`src/rtl/mem_bus_ctrl.sv`:
```
// Memory interface unit: one core load/store -> one RAM transaction with lane enables and load alignment.
// Optional MEM_TIMEOUT_EN aborts an ACCESS that sees no mem_ack within TIMEOUT cycles.
module mem_bus_ctrl #(
    parameter int TIMEOUT = 15,
    parameter int TO_W    = 4
) (
    input  logic        clk,
    input  logic        rst,
    input  logic        req,
    input  logic        wr,
    input  logic [1:0]  size,
    input  logic        sign,
    input  logic [31:0] addr,
    input  logic [31:0] wdata,
    output logic [31:0] rdata,
    output logic        ready,
    output logic        busy,
    output logic        abort,
    output logic [31:0] mem_addr,
    output logic [31:0] mem_wdata,
    output logic [3:0]  mem_be,
    output logic        mem_cs,
    output logic        mem_we,
    output logic        mem_oe,
    input  logic [31:0] mem_rdata,
    input  logic        mem_ack
);

    typedef enum logic [1:0] {IDLE, ACCESS, DONE} state_t;

    state_t      state, state_nxt;
    logic        lat_wr, lat_sign;
    logic [1:0]  lat_size, lat_off;
    logic        misalign, to_hit;
    logic [3:0]  be_nxt;
    logic [31:0] wdata_nxt, load_val;
    logic [63:0] rot;

    assign misalign = (size == 2'b01) && addr[0];

`ifdef MEM_TIMEOUT_EN
    logic [TO_W-1:0] to_cnt;

    always_ff @(posedge clk or posedge rst) begin
        if (rst)
            to_cnt <= '0;
        else if (state == IDLE)
            to_cnt <= '0;
        else if (state == ACCESS && !mem_ack)
            to_cnt <= to_cnt + 1'b1;
    end

    assign to_hit = (to_cnt == TO_W'(TIMEOUT - 1));
`else
    assign to_hit = 1'b0;
`endif

    always_ff @(posedge clk or posedge rst) begin
        if (rst) state <= IDLE;
        else     state <= state_nxt;
    end

    // Ack beats the terminal timeout count.
    always_comb begin
        state_nxt = state;
        case (state)
            IDLE:    if (req && !misalign) state_nxt = ACCESS;
            ACCESS:  if (mem_ack)          state_nxt = DONE;
                     else if (to_hit)      state_nxt = IDLE;
            DONE:    state_nxt = IDLE;
            default: state_nxt = IDLE;
        endcase
    end

    assign mem_cs = (state == ACCESS);
    assign mem_we = mem_cs && lat_wr;
    assign mem_oe = mem_cs && !lat_wr;
    assign ready  = (state == DONE);
    assign busy   = (state == ACCESS) || (state == DONE);

    always_comb begin
        be_nxt    = 4'b1111;
        wdata_nxt = wdata;
        case (size)
            2'b00: begin
                be_nxt    = 4'b0001 << addr[1:0];
                wdata_nxt = {4{wdata[7:0]}};
            end
            2'b01: begin
                be_nxt    = addr[1] ? 4'b1100 : 4'b0011;
                wdata_nxt = {2{wdata[15:0]}};
            end
            default: ;
        endcase
    end

    // Byte/half loads pick their lane from the rotated word, so all sizes share one shifter.
    assign rot = {mem_rdata, mem_rdata} >> {lat_off, 3'b000};

    always_comb begin
        load_val = rot[31:0];
        case (lat_size)
            2'b00:   load_val = {{24{lat_sign && rot[7]}}, rot[7:0]};
            2'b01:   load_val = {{16{lat_sign && rot[15]}}, rot[15:0]};
            default: ;
        endcase
    end

    always_ff @(posedge clk or posedge rst) begin
        if (rst) begin
            lat_wr    <= 1'b0;
            lat_sign  <= 1'b0;
            lat_size  <= 2'b00;
            lat_off   <= 2'b00;
            mem_addr  <= '0;
            mem_wdata <= '0;
            mem_be    <= '0;
            rdata     <= '0;
            abort     <= 1'b0;
        end else begin
            abort <= ((state == IDLE) && req && misalign) ||
                     ((state == ACCESS) && !mem_ack && to_hit);
            if (state == IDLE && req && !misalign) begin
                lat_wr    <= wr;
                lat_sign  <= sign;
                lat_size  <= size;
                lat_off   <= addr[1:0];
                mem_addr  <= {addr[31:2], 2'b00};
                mem_wdata <= wdata_nxt;
                mem_be    <= be_nxt;
            end
            if (state == ACCESS && mem_ack && !lat_wr)
                rdata <= load_val;
        end
    end

endmodule

```
`config.mk`:
```
export PLATFORM = sky130hd
export DESIGN_NAME = mem_bus_ctrl
export DESIGN_NICKNAME = d
export VERILOG_FILES = /design/src/rtl/mem_bus_ctrl.sv
export SDC_FILE = /design/constraint.sdc
export NUM_CORES = 1
export LEC_CHECK = 0
export ABC_AREA = 1
export CAP_MARGIN = 20
export CORE_MARGIN = 8
export CORE_UTILIZATION = 48
export CTS_CLUSTER_DIAMETER = 50
export CTS_CLUSTER_SIZE = 8
export DETAILED_ROUTE_END_ITERATION = 8
export PLACE_DENSITY = 0.89
export SYNTH_ARGS = -nofsm -noshare
export SYNTH_HDL_FRONTEND = slang
export SYNTH_SLANG_ARGS = --single-unit
```
`constraint.sdc`:
```
create_clock -name clk -period 8.5 [get_ports clk]
set_clock_uncertainty 0.15 [all_clocks]
set_input_delay 1.275 -clock clk [delete_from_list [all_inputs] [get_ports clk]]
set_output_delay 1.275 -clock clk [all_outputs]
set_load 0.1 [all_outputs]
```
# After elaboration in Yosys (flattened, before gate mapping)
# Index checks and enable logic that the tools add are counted.
dict set report totals {
  regBits 107
  input_bits 104
  output_inout_bits 106
  wordCells 43
}
dict set report classes {
  n_eq_ne 6
  shift 2
  mux 7
  reduce_logical 18
}
# operator count
set ops {}
lappend ops {{32-bit one-hot mux with 2 select lines} 2}
lappend ops {{64-bit by 5-bit right shift with 32-bit output} 1}
lappend ops {{1-bit logical AND} 11}
lappend ops {{4-bit one-hot mux with 2 select lines} 1}
lappend ops {{2-bit by 1-bit == test with 1-bit output, second input constant} 3}
lappend ops {{2-bit zero test} 3}
lappend ops {{2-bit two-way mux} 2}
lappend ops {{4-bit two-way mux} 1}
lappend ops {{2-bit one-hot mux with 2 select lines} 1}
lappend ops {{1-bit by 2-bit << shifter with 4-bit output, first input constant} 1}
lappend ops {{2-bit == test, second input constant} 1}
lappend ops {{1-bit zero test} 2}
lappend ops {{2-bit by 1-bit inequality test with 1-bit output, second input constant} 1}
lappend ops {{2-bit inequality test, second input constant} 1}
lappend ops {{2-bit AND reduction} 1}
lappend ops {{1-bit logical OR} 1}

# Logic depth before layout (Yosys ltp)
# Gate-level depths: netlist of run 1.
dict set report logic_depth {
  word_depth 6
  mapped_depth 9
  depth_no_buf 8
}

# Worst setup path after synthesis of run 1
# OpenSTA, ideal clock, no wires.
dict set report synth_path {
  path_type {reg2out}
  startpoint {register state[1]}
  endpoint {output port mem_oe}
  t_arrival_ps 2777
  t_required_ps 7075
  slack_ps 4298
  path_stages_with_launch 5
  path_cell_list {dfrtp_1 > inv_1 > ha_1 > inv_1 > nor2_1}
}
dict set report synth_between {
  elab_chain_cells 2
}
# item line
set synth_lines {}
lappend synth_lines {{start: declaration} 31} ;# state_t state, state_nxt;
lappend synth_lines {{start signal: assignment} 60} ;# else state <= state_nxt;
lappend synth_lines {{2-bit by 1-bit == test with 1-bit output} 75} ;# assign mem_cs = (state == ACCESS);
lappend synth_lines {{via mem_cs} 22} ;# output logic mem_cs,
lappend synth_lines {{1-bit logical AND} 77} ;# assign mem_oe = mem_cs && !lat_wr;
lappend synth_lines {{end: declaration} 24} ;# output logic mem_oe,
# The timed path passes the listed nets, and every way through them passes these cells.

# Final worst setup path of run 1
dict set report layout_path {
  startpoint {register state[1]}
  endpoint {output port mem_oe}
}
dict set report layout_between {
  elab_chain_cells 2
}
# item line
set layout_lines {}
lappend layout_lines {{2-bit by 1-bit == test with 1-bit output} 75}
lappend layout_lines {{1-bit logical AND} 77}
# Every way passes these cells.

==> results.yml, run 1 <==
cts:
  clock_latency_ps: 350
  cts_setup_buffers: 0
  clock_path_buffers: 2
  cts_root_buf: "clkbuf_16"
  htree_levels: 3
  cts_buffers: 9
  path_clk_slew_ps: 80
  cts.sinks: 107
  cts-resized-gates: 0
  ctsHoldBuffers: 0
  tritoncts: "built"
finish:
  fillCellCount: 934
  instances_no_fill: 1048
  n_antenna_cell: 0
  drive_gt1_share_pct: 3.98
  final_nets: 1009
  syn2layout_area_growth_pct: 43.3
logic_synthesis:
  synth_compound_area_share_pct: 6.35
  synth_cells: 719
  synth_common_cells: "nand2_1 (309), dfrtp_1 (107), nand3_1 (85), nor2_1 (75), a21oi_1 (30)"
  ys.flop_type: "dfrtp_1"
  synth_edf_count: 0
  ys_warn_count: 0
  synth_fa_ha_area_share_pct: 1.15
  ys_seq_area_share_pct: 49.2
  ys_ff_latch: 107
  synth-simple-area-share_pct: 36.6
  synth_top_area_cell: "dfrtp_1"
  synth.area.mux_share_pct: 0
  yosys-top-cells-area: "dfrtp_1 (49%), nand2_1 (21%), nand3_1 (7.8%)"
  avgSynthCellArea_sq_um: 7.56
  synth_most_common_cell: "nand2_1"
  synth_area_sq_mm: 0.00544
  synth-xor-area-share_pct: 0
  async_flop_share_pct: 100
  synth_top_area_share_pct: 49.2
  synth_top_family_by_area: "simple AND/OR/NAND/NOR gates"
  synthDistinctLibCells: 29
sta:
  worst_slack_ps: 4600
  final_hold_viol_count: 0
  finalCritPeriodShare_pct: 45.9
  fin_crit_ps: 3900
  tns_ps: 0
  rsz0062_at_grt: "false"
  fmax_mhz: 257
  slew_viol_final: 0
  setup-violations-final: 0
  worstMarginPinSlew_ps: 1070
  maxSlewHeadroom_pct: 28.3
  fin_hold_ws_ps: 332
critical_path:
  r2r_slack_ps: 5670
  cp-startpoint: "state[1]"
  path_common_cell: "inv_1"
  crit_path_max_fanout: 4
  cp_cell_sequence: "inv_1, ha_1, inv_1, nor2_1, clkdlybuf4s50_1"
  crit_path_end_kind: "output pin"
  worstReg2RegStart: "lat_off[0]"
  required_ps: 7070
  worst-path-buf-inv: 3
  worstPathArrival_ps: 2470
  critical-path-top-delay-family: "buffers and inverters"
  cp_slowest_cell: "clkdlybuf4s50_1"
  max_stage_delay_ps: 1170
  critPathKind: "flop to output pin"
  start_kind: "flop"
routing:
  firstDrtPassIters: 5
  vias: 5524
  avgRoutedWirePerCell_um: 16.5
  drtIter0Drc: 514
  routed_wl_mm: 17.3
  drc: 0
  postRouteAntennaNets: 0
  avgViaCountPerCell: 5.27
floorplanning:
  die_w_um: 122
  pin_count: 210
  dieArea_sq_mm: 0.0150
  die_h_um: 122
  initial_core_util_pct: 48.5
  rows: 39
  core_area_sq_mm: 0.0112
placement:
  hpwl_mm: 12.5
  gp_congestion: 0.902
  port_buffers: 207
  dp.cells: 1031
  post-place-ws_ps: 4540
global_routing:
  grt_pass1_wl_mm: 27.0
  grtUsageTotal_pct: 22.9
  grt_antenna_before_repair: 0
  grt_pass1_vias: 5414
  grt-ovfl-total: 0
  grt_max_degree: 78
outcome:
  status: "completed"
hold_path:
  min_from: "mem_addr[29]"
  hold_class: "flop to flop"
job:
  drv_cap: 0
logic make-up (layout without fill, tap and decap cells):
group / count (synthesis) / after routing
AO/OA/AOI/OAI: 66 / 66
adder cells (fa/ha/maj): 5 / 5
buffers and inverters: 60 / 245
flip-flops: 107 / 107
other: 1 / 2
AND/OR/NAND/NOR: 480 / 480
per-stage QoR:
stage,utilization [%],instance area (sq um)
6_report,69.4,7790
5_1_grt,69.4,7790
4_1_cts,69.2,7760
3_5_place_dp,66.3,7440
3_3_place_gp,66.3,7440
2_1_floorplan,-,5440
worst paths after layout:
path                                      to  cells after the start
worst max-delay path                  mem_oe                      5
worst min-delay path            mem_addr[29]                      2
worst max register to register     rdata[20]                      7
worst min register to register  mem_addr[29]                      2
max in group asynchronous           rdata[3]                      3
min in group asynchronous       mem_addr[12]                      2
worst min-delay path: stages (launching register included):
cell     delay, ps
dfrtp_1        340
nand2_1         60
nand2_1         50
sequential cells by signal (all words and copies together) (netlist names):
| name | flops |
|---|---|
| lat_size | 2 |
| mem_addr | 30 |
| mem_wdata | 32 |
| lat_sign | 1 |
| state | 2 |
| lat_off | 2 |
| lat_wr | 1 |
| mem_be | 4 |
| rdata | 32 |
| abort | 1 |
final cells by class:
type | count | area (sq um) | share of cell area, %
clock buffer | 9 | 225 | 2.89
clock inverter | 7 | 100 | 1.28
inverter | 18 | 72.6 | 0.932
multi-input combinational | 553 | 2410 | 31.0
sequential | 107 | 2680 | 34.4
tap | 143 | 179 | 2.30
timing repair buffer | 211 | 2120 | 27.2
cells in the final DEF, fill, tap and decap left out:
cell type	n
nor2_1	75
inv_6	1
nand3_2	2
clkinvlp_4	2
o21ai_1	2
inv_2	3
nand3_4	1
nor2_2	1
inv_4	2
conb_1	2
a22oi_1	2
ha_1	5
clkdlybuf4s50_1	207
nand2_1	309
clkbuf_16	9
o21bai_1	1
clkinv_1	1
nor2_8	1
buf_4	3
nand3_1	85
bufinv_16	2
inv_1	12
nor2_4	1
dfrtp_1	107
clkinv_2	1
inv_8	1
buf_16	1
nand2_4	3
nand2_2	1
a31oi_1	6
nor3_4	1
o21ai_0	25
a21oi_1	30
layer usage:
metal,global-route usage (%),wire length (um)
met5,0,0
met4,7.46,314
met3,8.92,2180
met1,26.9,6610
met2,37.9,8220
Power of run 1 is not shown: default switching activity piles up to over one toggle a cycle in this logic, so the estimate is an artifact.
==> run 2, diff against run 1 <==
- CORE_UTILIZATION: 48 -> 40
- PLACE_DENSITY: 0.89 -> 0.79
- clock period: 8.5 -> 3.3 ns (I/O delays scaled with it)
==> run 2 against run 1 <==
  * Design area shrank 1.9%
  * Non-clock buffer count is 8 higher
  * Via count shrank 2.2%
  * Critical path depth rose by 2
  * Sequential share of layout area increased by 0.65 points
  * Hold slack worse by 1.6 ps
  * Worst setup slack got worse by 3600 ps
  * Critical path type is now flop to flop
  * Critical endpoint is now rdata[22]
  * Largest cell class unchanged
==> results.yml, run 2 (synthesized netlist as in run 1, its figures left out) <==
cts:
  cts-resized-gates: 0
  path_clk_slew_ps: 70
  clock_path_buffers: 2
  tritoncts: "built"
  cts_root_buf: "clkbuf_16"
  clock_latency_ps: 350
  cts_setup_buffers: 0
  cts.sinks: 107
  cts_buffers: 9
  ctsHoldBuffers: 0
  htree_levels: 3
sta:
  tns_ps: 0
  final_hold_viol_count: 0
  fin_hold_ws_ps: 331
  finalCritPeriodShare_pct: 68.7
  setup-violations-final: 0
  worstMarginPinSlew_ps: 816
  slew_viol_final: 0
  maxSlewHeadroom_pct: 45.5
  fin_crit_ps: 2270
  fmax_mhz: 441
  rsz0062_at_grt: "false"
critical_path:
  r2r_slack_ps: 1030
  required_ps: 3390
  crit_path_max_fanout: 34
  crit_path_end_kind: "flop"
  start_kind: "flop"
  worstReg2RegStart: "lat_off[1]"
  cp-startpoint: "lat_off[1]"
  worstPathArrival_ps: 2360
  critPathKind: "flop to flop"
  rr_endpoint: "rdata[22]"
  r2r_cells: 7
floorplanning:
  dieArea_sq_mm: 0.0176
  initial_core_util_pct: 41.1
  die_w_um: 133
  pin_count: 210
  core_area_sq_mm: 0.0132
  rows: 42
  die_h_um: 133
outcome:
  status: "completed"
placement:
  gp_congestion: 0.900
  placedInstanceArea_sq_mm: 0.00730
  hpwl_mm: 12.8
  port_buffers: 207
hold_path:
  min_to: "mem_addr[28]"
  hold_class: "flop to flop"
  min_from: "mem_addr[28]"
  hold_path_depth: 2
global_routing:
  grt_antenna_before_repair: 1
  grtUsageMet1_pct: 24.2
  met3_usage_pct: 8.52
  grt_pass1_wl_mm: 28.1
  grt_util_met2_pct: 30.0
  grt_pass1_vias: 5503
  grtUsageTotal_pct: 19.7
  grt_max_degree: 51
  grt-ovfl-total: 0
  busiest_layer: "met2"
routing:
  drc: 0
  avgRoutedWirePerCell_um: 15.7
  avgViaCountPerCell: 4.96
  drtIter0Drc: 409
  vias: 5404
  postRouteAntennaNets: 0
  firstDrtPassIters: 5
  routed_wl_mm: 17.1
finish:
  drive_gt1_share_pct: 16.1
  final_area_sq_mm: 0.00764
  final_common_cell: "nand2_1"
  syn2layout_area_growth_pct: 40.6
  layout_common_cells: "nand2_1 (309), buf_4 (115), dfrtp_1 (107)"
  reg_top3: "mem_wdata (32), rdata (32), mem_addr (30)"
  final_nets: 1017
job:
  drv_cap: 0
run 2: routing by layer:
layer	vias up	routed length (um)
met2	246	7540
met4	0	496
met3	29	1860
met1	2469	7180
met5	-	0
li1	2660	-
run 2: critical path, stage by stage (launching register included):
cell	delay [ps]
dfrtp_1	380
buf_4	250
inv_1	640
nand3_2	210
nand3_4	170
nand2_4	150
nor2_1	140
nor2_1	50
run 2: area by class of cell:
cell class / instances / area (sq um)
Inverter: 18 / 73.8
Fill cell: 1238 / 5600
Timing Repair Buffer: 219 / 1910
Sequential cell: 107 / 2680
Antenna cell: 1 / 2.50
Multi-Input combinational cell: 553 / 2420
Clock inverter: 5 / 108
Tap cell: 176 / 220
Clock buffer: 11 / 233
run 2: metrics by stage:
step / setup WS, ps / cells / util, %
2_1_floorplan: 315 / 720 / -
3_3_place_gp: 832 / 1073 / 55.1
3_5_place_dp: 766 / 1073 / 55.1
4_1_cts: 1030 / 1089 / 57.7
5_1_grt: 802 / 1090 / 57.7
6_report: 1030 / 1090 / 57.7
run 2: how the worst max path moves through the flow:
| stage | endpoint | slack, ps | cells past startpoint |
|---|---|---|---|
| 5_1_grt | rdata[20] | 800 | 7 |
| 4_1_cts | mem_oe | 1030 | 5 |
| 6_report | rdata[22] | 1030 | 7 |
| 2_1_floorplan | mem_oe | 320 | 4 |
| 3_5_place_dp | mem_be[3] | 770 | 9 |
| 3_3_place_gp | lat_off[1] | 830 | 8 |
Power of run 2 is left out for the same reason.
==> run 3, diff against run 2 <==
- CORE_UTILIZATION: 40 -> 44
- PLACE_DENSITY: 0.79 -> 0.82
- clock period: 3.3 -> 2.09 ns (I/O delays scaled with it)
==> run 3 against run 2 <==
  * Sequential cell count unchanged
  * Routed wire length up 2.1%
  * Non-clock buffer count up 21
  * Global-route usage up 2.0 points
  * Die area down 8.0%
  * Hold slack worse by 46 ps
  * Count of clock-buffer cells in the layout unchanged
  * Design area up 3.9%
  * Via count up 1.9%
  * Register-to-register slack worse by 810 ps
  * Utilization up 8.1 points
  * Critical path type is now flop to output pin
  * Largest cell class unchanged
  * Highest routed layer unchanged
==> results.yml, run 3 (synthesized netlist as in run 1, its figures left out) <==
floorplanning:
  core_area_sq_mm: 0.0121
  dieArea_sq_mm: 0.0162
  pin_count: 210
  initial_core_util_pct: 45.1
  rows: 40
  die_w_um: 127
  die_h_um: 127
global_routing:
  grt_max_degree: 80
  grt_antenna_before_repair: 0
  grt_pass1_wl_mm: 27.9
  grt-ovfl-total: 0
  grtUsageTotal_pct: 21.7
  grt_pass1_vias: 5495
sta:
  fmax_mhz: 506
  slew_viol_final: 0
  final_hold_viol_count: 0
  worst_slack_ps: 112
  setup-violations-final: 0
  fin_crit_ps: 1980
  finalCritPeriodShare_pct: 94.6
  rsz0062_at_grt: "false"
cts:
  cts_root_buf: "clkbuf_16"
  path_clk_slew_ps: 70
  tritoncts: "built"
  ctsHoldBuffers: 0
  cts.sinks: 107
  clock_path_buffers: 2
  clock_latency_ps: 340
  htree_levels: 3
  cts_buffers: 9
finish:
  final_nets: 1038
  final_common_cell: "nand2_1"
  drive_gt1_share_pct: 18.4
  syn2layout_area_growth_pct: 46.1
  n_antenna_cell: 0
  reg_top3: "mem_wdata (32), rdata (32), mem_addr (30)"
  final_area_sq_mm: 0.00794
  layout_common_cells: "nand2_1 (309), buf_4 (123), dfrtp_1 (107)"
  post-route-util_pct: 65.9
critical_path:
  crit_path_max_fanout: 4
  path_common_cell: "inv_1"
  cp_slowest_cell: "dfrtp_1"
  required_ps: 1630
  critPathKind: "flop to output pin"
  start_kind: "flop"
  crit_path_end_kind: "output pin"
  cp_cell_sequence: "inv_1, ha_4, inv_1, nor2_4, buf_12"
  max_stage_delay_ps: 400
  worstPathArrival_ps: 1510
placement:
  gp_congestion: 0.908
  hpwl_mm: 13.2
  post-place-ws_ps: -1.83
  placedInstanceArea_sq_mm: 0.00759
  port_buffers: 207
outcome:
  status: "completed"
routing:
  firstDrtPassIters: 7
  drc: 0
  vias: 5504
  avgRoutedWirePerCell_um: 15.8
  drtIter0Drc: 432
  postRouteAntennaNets: 0
  routed_wl_mm: 17.4
  avgViaCountPerCell: 4.99
hold_path:
  hold_class: "input port to async pin"
job:
  drv_cap: 0
run 3: cell types whose count changed in the layout (fill, tap and decap cells not counted), sizes merged:
cell      delta
diode        -1
inv          -1
bufinv       -2
clkinv       +2
buf         +21
clkinvlp     +1
run 3: layout make-up:
class,count,area [sq um]
multi-input combinational,553,2430
tap,168,210
inverter,18,77.6
sequential,107,2680
fill,1053,4120
clock buffer,11,253
timing repair buffer,240,2230
clock inverter,5,57.6
run 3: metrics by stage:
| stage | std cells | hold WS [ps] | TNS, ps |
|---|---|---|---|
| floorplan | 720 | 273 | 0 |
| detailed placement | 1082 | 316 | -1.83 |
| global route | 1102 | 346 | 0 |
| CTS | 1100 | 309 | 0 |
| global placement | 1082 | 313 | 0 |
| finish | 1102 | 285 | 0 |
run 3: worst paths after layout:
check	cells after the start	start	slack, ps	to
min in group clk	2	mem_addr[26]	330	mem_addr[26]
max in group asynchronous	3	rst	1150	mem_addr[18]
setup / recovery	5	state[1]	110	mem_oe
setup reg to reg	9	state[1]	220	rdata[20]
hold / removal	3	rst	280	rdata[12]
hold reg to reg	2	mem_addr[26]	330	mem_addr[26]
run 3: what timing repair did:
action,4_1_cts,5_1_grt
pin swaps,0,1
resized for setup,1,0
buffers inserted,2,2
setup endpoints to repair,2,22
run 3: critical path: cells and delay by family (launching register included):
family | cells | cell delay, ps
buffers and inverters | 3 | 430
DFF | 1 | 400
adders and majority gates | 1 | 190
and+or+nand+nor | 1 | 140
run 3: per-layer routing:
metal,GRT usage [%],vias to the layer above,share of wire [%]
met5,0,-,0
met4,10.2,0,3.3
met3,9.86,40,13
met2,33.1,288,44
met1,25.6,2470,40
li1,-,2706,-
Power of run 3 is left out for the same reason.
